$ cat src/rtl/pipe_cla_adder.sv
// Pipelined carry-lookahead adder/subtractor with valid/ready handshake.
// Each stage resolves S = BLOCK*GROUPS_PER_STAGE bits; the inter-stage carry is registered.
module pipe_cla_adder #(
  parameter int WIDTH            = 32,
  parameter int BLOCK            = 4,
  parameter int GROUPS_PER_STAGE = 2
) (
  input  logic             clk,
  input  logic             rst,
  input  logic             in_valid,
  output logic             in_ready,
  input  logic [WIDTH-1:0] a,
  input  logic [WIDTH-1:0] b,
  input  logic             cin,
  input  logic             sub,
  output logic             out_valid,
  input  logic             out_ready,
  output logic [WIDTH-1:0] sum,
  output logic             cout,
  output logic             ovf
);

  localparam int S      = BLOCK * GROUPS_PER_STAGE;
  localparam int STAGES = WIDTH / S;

  if (BLOCK < 1 || GROUPS_PER_STAGE < 1 || (WIDTH % S) != 0) begin : g_bad_params
    $error("pipe_cla_adder: WIDTH must be a multiple of BLOCK*GROUPS_PER_STAGE");
  end

  // Returns {carry into slice MSB, slice carry-out, slice sum}. Each group carry is a
  // flat sum of products of g/p terms and the group carry-in; groups chain in order.
  function automatic logic [S+1:0] cla_slice(input logic [S-1:0] x,
                                             input logic [S-1:0] y,
                                             input logic         ci);
    logic [S-1:0] p;
    logic [S-1:0] g;
    logic [S:0]   c;
    logic         acc;
    logic         term;
    p    = x ^ y;
    g    = x & y;
    c    = '0;
    c[0] = ci;
    for (int grp = 0; grp < GROUPS_PER_STAGE; grp++) begin
      for (int j = 0; j < BLOCK; j++) begin
        acc = c[grp*BLOCK];
        for (int m = 0; m <= j; m++) acc = acc & p[grp*BLOCK+m];
        for (int m = 0; m <= j; m++) begin
          term = g[grp*BLOCK+m];
          for (int n = m + 1; n <= j; n++) term = term & p[grp*BLOCK+n];
          acc = acc | term;
        end
        c[grp*BLOCK+j+1] = acc;
      end
    end
    return {c[S-1], c[S], p ^ c[S-1:0]};
  endfunction

  // Bank k holds the beat that stage k works on: operands still pending in the upper
  // slices, finished sum slices below, and the carry into slice k.
  logic [WIDTH-1:0]  a_q   [STAGES];
  logic [WIDTH-1:0]  b_q   [STAGES];
  logic [WIDTH-1:0]  s_q   [STAGES];
  logic              c_q   [STAGES];
  logic [STAGES-1:0] v_q;
  logic [S+1:0]      res   [STAGES];
  logic [WIDTH-1:0]  s_nxt [STAGES];

  logic [WIDTH-1:0]  sum_q;
  logic              cout_q;
  logic              ovf_q;
  logic              out_valid_q;
  logic              advance;

  // One global enable: the whole pipe moves unless a result is waiting on downstream.
  assign advance   = !(out_valid_q && !out_ready);
  assign in_ready  = advance;
  assign out_valid = out_valid_q;
  assign sum       = sum_q;
  assign cout      = cout_q;
  assign ovf       = ovf_q;

  // NOTE: every variable is fully assigned before any partial update, so no latch is inferred.
  always_comb begin
    for (int k = 0; k < STAGES; k++) begin
      res[k]               = cla_slice(a_q[k][k*S +: S], b_q[k][k*S +: S], c_q[k]);
      s_nxt[k]             = s_q[k];
      s_nxt[k][k*S +: S]   = res[k][S-1:0];
    end
  end

  // Control and result registers: valid bits and the visible outputs are cleared by reset.
  always_ff @(posedge clk) begin
    if (rst) begin
      v_q         <= '0;
      out_valid_q <= 1'b0;
      sum_q       <= '0;
      cout_q      <= 1'b0;
      ovf_q       <= 1'b0;
    end else if (advance) begin
      v_q[0] <= in_valid;
      for (int k = 1; k < STAGES; k++) v_q[k] <= v_q[k-1];
      out_valid_q <= v_q[STAGES-1];
      if (v_q[STAGES-1]) begin
        sum_q  <= s_nxt[STAGES-1];
        cout_q <= res[STAGES-1][S];
        ovf_q  <= res[STAGES-1][S+1] ^ res[STAGES-1][S];
      end
    end
  end

  // NOTE: datapath banks carry no reset; their contents are meaningless unless the
  // matching valid bit is set, so clearing them would only cost reset fan-out.
  always_ff @(posedge clk) begin
    if (advance) begin
      a_q[0] <= a;
      b_q[0] <= sub ? ~b : b;
      c_q[0] <= sub | cin;
      s_q[0] <= '0;
      for (int k = 1; k < STAGES; k++) begin
        a_q[k] <= a_q[k-1];
        b_q[k] <= b_q[k-1];
        c_q[k] <= res[k-1][S];
        s_q[k] <= s_nxt[k-1];
      end
    end
  end

endmodule

$ cat config.mk
export PLATFORM = sky130hd
export DESIGN_NAME = pipe_cla_adder
export DESIGN_NICKNAME = d
export VERILOG_FILES = /design/src/rtl/pipe_cla_adder.sv
export SDC_FILE = /design/constraint.sdc
export NUM_CORES = 1
export LEC_CHECK = 0
export CORE_UTILIZATION = 25
export DETAILED_ROUTE_END_ITERATION = 10
export HOLD_SLACK_MARGIN = 0.08
export PLACE_DENSITY_LB_ADDON = 0.08
export SYNTH_ARGS = -nofsm -noshare
export SYNTH_HDL_FRONTEND = slang
export SYNTH_SLANG_ARGS = --single-unit
export TNS_END_PERCENT = 100
$ cat constraint.sdc
create_clock -name clk -period 11.9 [get_ports clk]
set_input_delay 2.975 -clock clk [delete_from_list [all_inputs] [get_ports clk]]
set_output_delay 2.975 -clock clk [all_outputs]
set_load 0.02 [all_outputs]
==> impl_metrics.prom <==
# TYPE chip_impl_metric gauge
chip_impl_metric{name="numCtsBuffers",unit=""} 30
chip_impl_metric{name="combinational_fraction_of_design_power",unit=""} 0.066
chip_impl_metric{name="cts.sinks",unit=""} 251
chip_impl_metric{name="fraction_of_the_mapped_netlist_area_in_compound_gates",unit=""} 0.0633
chip_impl_metric{name="max_slew.worst_pin.slew",unit="ns"} 0.999
chip_impl_metric{name="ant_nets",unit=""} 0
chip_impl_metric{name="die_h",unit="um"} 196
chip_impl_metric{name="finalHoldViolCount",unit=""} 0
chip_impl_metric{name="irDropWorstVdd",unit="mV"} 0.102
chip_impl_metric{name="drive_above_1_share",unit=""} 0.0776
chip_impl_metric{name="synth_top_area_share",unit=""} 0.675
chip_impl_metric{name="regToRegSetupSlack",unit="ns"} 9.33
chip_impl_metric{name="routabilityCongestion",unit=""} 0.773
chip_impl_metric{name="cp.required",unit="ns"} 8.93
chip_impl_metric{name="worst_clk_skew",unit="ns"} 0.00985
chip_impl_metric{name="post_synth_and_or_nand_nor_area_fraction",unit=""} 0.0394
chip_impl_metric{name="max_freq",unit="MHz"} 124
chip_impl_metric{name="drc",unit=""} 0
chip_impl_metric{name="finalCritPeriodShare",unit=""} 0.680
chip_impl_metric{name="fin_worst_hold_slack",unit="ns"} 0.414
chip_impl_info{name="ctsRootBufferMaster",value="clkbuf_16"} 1
chip_impl_metric{name="firstDrtPassIters",unit=""} 4
chip_impl_metric{name="switching_power",unit="W"} 0.000442
chip_impl_metric{name="globalRouteTotalUtil",unit=""} 0.0894
chip_impl_info{name="synth_top_family_by_area",value="adder cells"} 1
chip_impl_metric{name="post_synthesis_sequential_element_count",unit=""} 251
chip_impl_metric{name="pre_cts_slack",unit="ns"} 3.72
chip_impl_info{name="category_of_the_worst_setup_path_capture_point",value="output pin"} 1
chip_impl_metric{name="detail_route.iter0.violations",unit=""} 211
chip_impl_info{name="grt_setup_unrepaired",value="false"} 1
chip_impl_metric{name="fp.dieArea",unit="sq um"} 38500
chip_impl_info{name="worstReg2RegEnd",value="s_q[3][23]"} 1
chip_impl_metric{name="grt-ovfl-total",unit=""} 0
chip_impl_info{name="path_class",value="input port to output pin"} 1
chip_impl_metric{name="pin_count_of_the_biggest_net_entering_global_routing",unit=""} 149
chip_impl_metric{name="met1_length",unit="um"} 7810
chip_impl_metric{name="synthXorXnorAreaFrac",unit=""} 0.0483
chip_impl_metric{name="grt_antenna_before_repair",unit=""} 0
chip_impl_info{name="min-delay-path-class",value="register to register"} 1
chip_impl_metric{name="synth_fa_ha_area_frac",unit=""} 0.0700
chip_impl_metric{name="final_setup_tns",unit="ns"} 0
chip_impl_metric{name="power.share.sequential",unit=""} 0.521
chip_impl_info{name="synth_top_cells_by_area",value="edfxtp_1 (67%), dfxtp_1 (8.3%), ha_1 (5.3%)"} 1
chip_impl_metric{name="crit_path_max_fanout",unit=""} 107
chip_impl_metric{name="hold_depth",unit=""} 0
chip_impl_metric{name="wire_per_inst",unit="um"} 14.1
chip_impl_info{name="path_cells",value="clkdlybuf4s50_1, nor2b_4, buf_4, inv_8, clkdlybuf4s50_1"} 1
chip_impl_metric{name="core.rowCount",unit=""} 70
chip_impl_metric{name="number_of_port_buffers",unit=""} 105
chip_impl_metric{name="finalWorstSetupSlack",unit="ns"} 3.81
chip_impl_metric{name="min_period",unit="ns"} 8.09
chip_impl_metric{name="swShare",unit=""} 0.206
chip_impl_metric{name="critical_path_arrival",unit="ns"} 5.12
chip_impl_metric{name="cts.htree.levels",unit=""} 1
chip_impl_metric{name="proportion_of_register_bits_with_asynchronous_set_or_reset_after_synthesis",unit=""} 0
chip_impl_info{name="yosys.cell_count.top_type",value="edfxtp_1"} 1
chip_impl_metric{name="postSynthAreaPerCell",unit="sq um"} 16.6
chip_impl_metric{name="clock_insertion_delay_worst_skew",unit="ns"} 0.54
chip_impl_info{name="reg2reg_from",value="b_q[2][16]"} 1
chip_impl_metric{name="yosys.cell_types.count",unit=""} 36
chip_impl_metric{name="drt-total-wl",unit="um"} 17100
chip_impl_metric{name="worst_setup_hold_path_clk_slew",unit="ns"} 0.06
chip_impl_metric{name="route.vias.total",unit=""} 4753
chip_impl_metric{name="global_route_wire_length_before_repair",unit="um"} 27100
chip_impl_metric{name="cts_resized",unit=""} 0
chip_impl_metric{name="pwr-share-clk",unit=""} 0.413
chip_impl_info{name="outcome",value="complete, no violations"} 1
chip_impl_metric{name="num_antenna_cells",unit=""} 0
chip_impl_metric{name="wl_met2",unit="um"} 7810
chip_impl_metric{name="synth_edf_count",unit=""} 212
chip_impl_metric{name="die_width",unit="um"} 196
chip_impl_info{name="crit_slowest_cell",value="clkdlybuf4s50_1"} 1
chip_impl_metric{name="max_stage_delay",unit="ns"} 0.74
chip_impl_metric{name="cts.repair_timing.setup_buffer_count",unit=""} 0
chip_impl_metric{name="number_of_cell_instances_on_the_worst_register_to_register_path",unit=""} 9
chip_impl_info{name="cts_tree",value="yes"} 1
chip_impl_info{name="top_layer_used",value="met4"} 1
chip_impl_metric{name="syn_to_final_growth",unit="%"} 27.1
chip_impl_metric{name="layout.nets",unit=""} 803
chip_impl_metric{name="power-per-cell-area",unit="nW/um^2"} 179
chip_impl_metric{name="timing.slew.headroom",unit=""} 0.333
chip_impl_metric{name="dpl.hpwl",unit="um"} 10400
chip_impl_info{name="synthTopCellsByCount",value="edfxtp_1 (212), a21oi_1 (43), xor2_1 (41)"} 1
chip_impl_metric{name="muxShareOfSynthArea",unit=""} 0
chip_impl_info{name="hold_path_end",value="b_q[1][8]"} 1
chip_impl_metric{name="power.internal",unit="W"} 0.00170
chip_impl_info{name="worst_path_dominant_cell_family",value="buffers and inverters"} 1
chip_impl_metric{name="synth_sequential_area_ratio",unit=""} 0.758
chip_impl_info{name="timing.critical_path.from_type",value="input port"} 1
chip_impl_metric{name="worst_path_buf_inv",unit=""} 4
chip_impl_metric{name="postSynthCellCount",unit=""} 569
chip_impl_metric{name="routed_via_density",unit=""} 3.92
chip_impl_info{name="synth_top_area_cell",value="edfxtp_1"} 1
chip_impl_metric{name="post_synth_instance_area",unit="sq um"} 9430
chip_impl_info{name="holdCritStartpoint",value="b_q[0][8]"} 1
chip_impl_metric{name="initial_utilization",unit=""} 0.256
chip_impl_metric{name="syn-num-nets",unit=""} 687
chip_impl_metric{name="post_cts_hold_buffer_count",unit=""} 0
chip_impl_info{name="crit_top_cell",value="clkdlybuf4s50_1"} 1
chip_impl_metric{name="grt_pass1_vias",unit=""} 5062
chip_impl_metric{name="synth-warning-count",unit=""} 0
chip_impl_metric{name="fp.coreArea",unit="sq um"} 36900
chip_impl_metric{name="maxCapViolations",unit=""} 0
chip_impl_info{name="yosys_most_used_dff",value="edfxtp_1"} 1
chip_impl_metric{name="io_pins",unit=""} 106
chip_impl_metric{name="wl_met3",unit="um"} 996
chip_impl_metric{name="setup-violations-final",unit=""} 0
chip_impl_metric{name="power.leakage",unit="nW"} 4.38
chip_impl_metric{name="max-clock-path-buffers",unit=""} 3
chip_impl_metric{name="slew_viol_final",unit=""} 0
[sequential cells by signal, summed over array words and instances (netlist names)]
signal     cells
out_valid      1
s_q           48
sum           32
v_q            4
ovf            1
cout           1
a_q           80
c_q            4
b_q           80
[worst register-to-register path, cell delays in order, from the launching register on]
cell and delay [ns]:
edfxtp_1 0.42, ha_1 0.31, ha_1 0.17, o21ai_0 0.24, a21oi_1 0.15, a21o_1 0.28
ha_1 0.20, o21ai_0 0.22, a21oi_1 0.14, xor2_1 0.17
[power groups by stage]
stage / Clock, W / Combinational, W / Sequential (W)
final: 0.000885 / 0.000142 / 0.00111
after global routing: 0.000961 / 0.000162 / 0.00113
after CTS: 0.000926 / 0.000146 / 0.00112
after detailed placement: 0 / 0.000145 / 0.00113
after global placement: 0 / 0.000144 / 0.00113
after floorplan: 0 / 0.0000900 / 0.00112
[through the flow]
step / instance area, sq um / util / std cells / total power, W
2_1_floorplan: 9430 / - / 569 / 0.00121
3_3_place_gp: 11000 / 0.299 / 1157 / 0.00128
3_5_place_dp: 11000 / 0.299 / 1157 / 0.00128
4_1_cts: 12000 / 0.325 / 1213 / 0.00219
5_1_grt: 12000 / 0.325 / 1213 / 0.00225
6_report: 12000 / 0.325 / 1213 / 0.00214
[worst max-delay path by stage]
stage | from | end | slack, ns | depth (start not counted)
3_5_place_dp | out_ready | in_ready | 3.72 | 5
4_1_cts | out_ready | in_ready | 3.72 | 5
3_3_place_gp | out_ready | in_ready | 3.76 | 5
6_report | out_ready | in_ready | 3.81 | 5
5_1_grt | out_ready | in_ready | 3.66 | 5
2_1_floorplan | out_ready | in_ready | 3.25 | 3
[metal layers]
layer  global-route usage  up-vias
met1                0.115     2282
met2                0.142       94
li1                     -     2346
met5                    0        -
met4               0.0341        0
met3               0.0253       31
[final cells by class]
| class | instances | area [sq um] |
|---|---|---|
| inverters | 17 | 71.3 |
| clock buffers | 44 | 865 |
| fillers | 3620 | 24900 |
| flip-flops and latches | 251 | 7150 |
| repair buffers | 108 | 1080 |
| clock inverters | 12 | 115 |
| multi-input cells | 277 | 2080 |
| well taps | 504 | 631 |
[cells by family after synthesis]
logic type | count (synthesis)
buffers and inverters | 41
XOR/XNOR | 52
adder cells (fa/ha/maj) | 48
AO/OA/AOI/OAI | 104
AND/OR/NAND/NOR | 73
flip-flops | 251
[cell usage in the layout, fill, tap and decap left out, drive strengths merged, types with 3 or more instances in the layout]
master         Yosys  final
a21o               8      8
a21oi             43     43
buf               22      5
clkbuf             2     44
clkdlybuf4s50      0    103
clkinv             0      9
dfxtp             39     39
edfxtp           212    212
fa                 8      8
ha                40     40
inv               17     18
nand2             10     10
nand3             27     27
nand4b             4      4
nor2              17     17
nor2b              9      9
o2111ai            3      3
o21ai             37     37
xnor2             11     11
xor2              41     41
(Power assumes the default switching activity.)
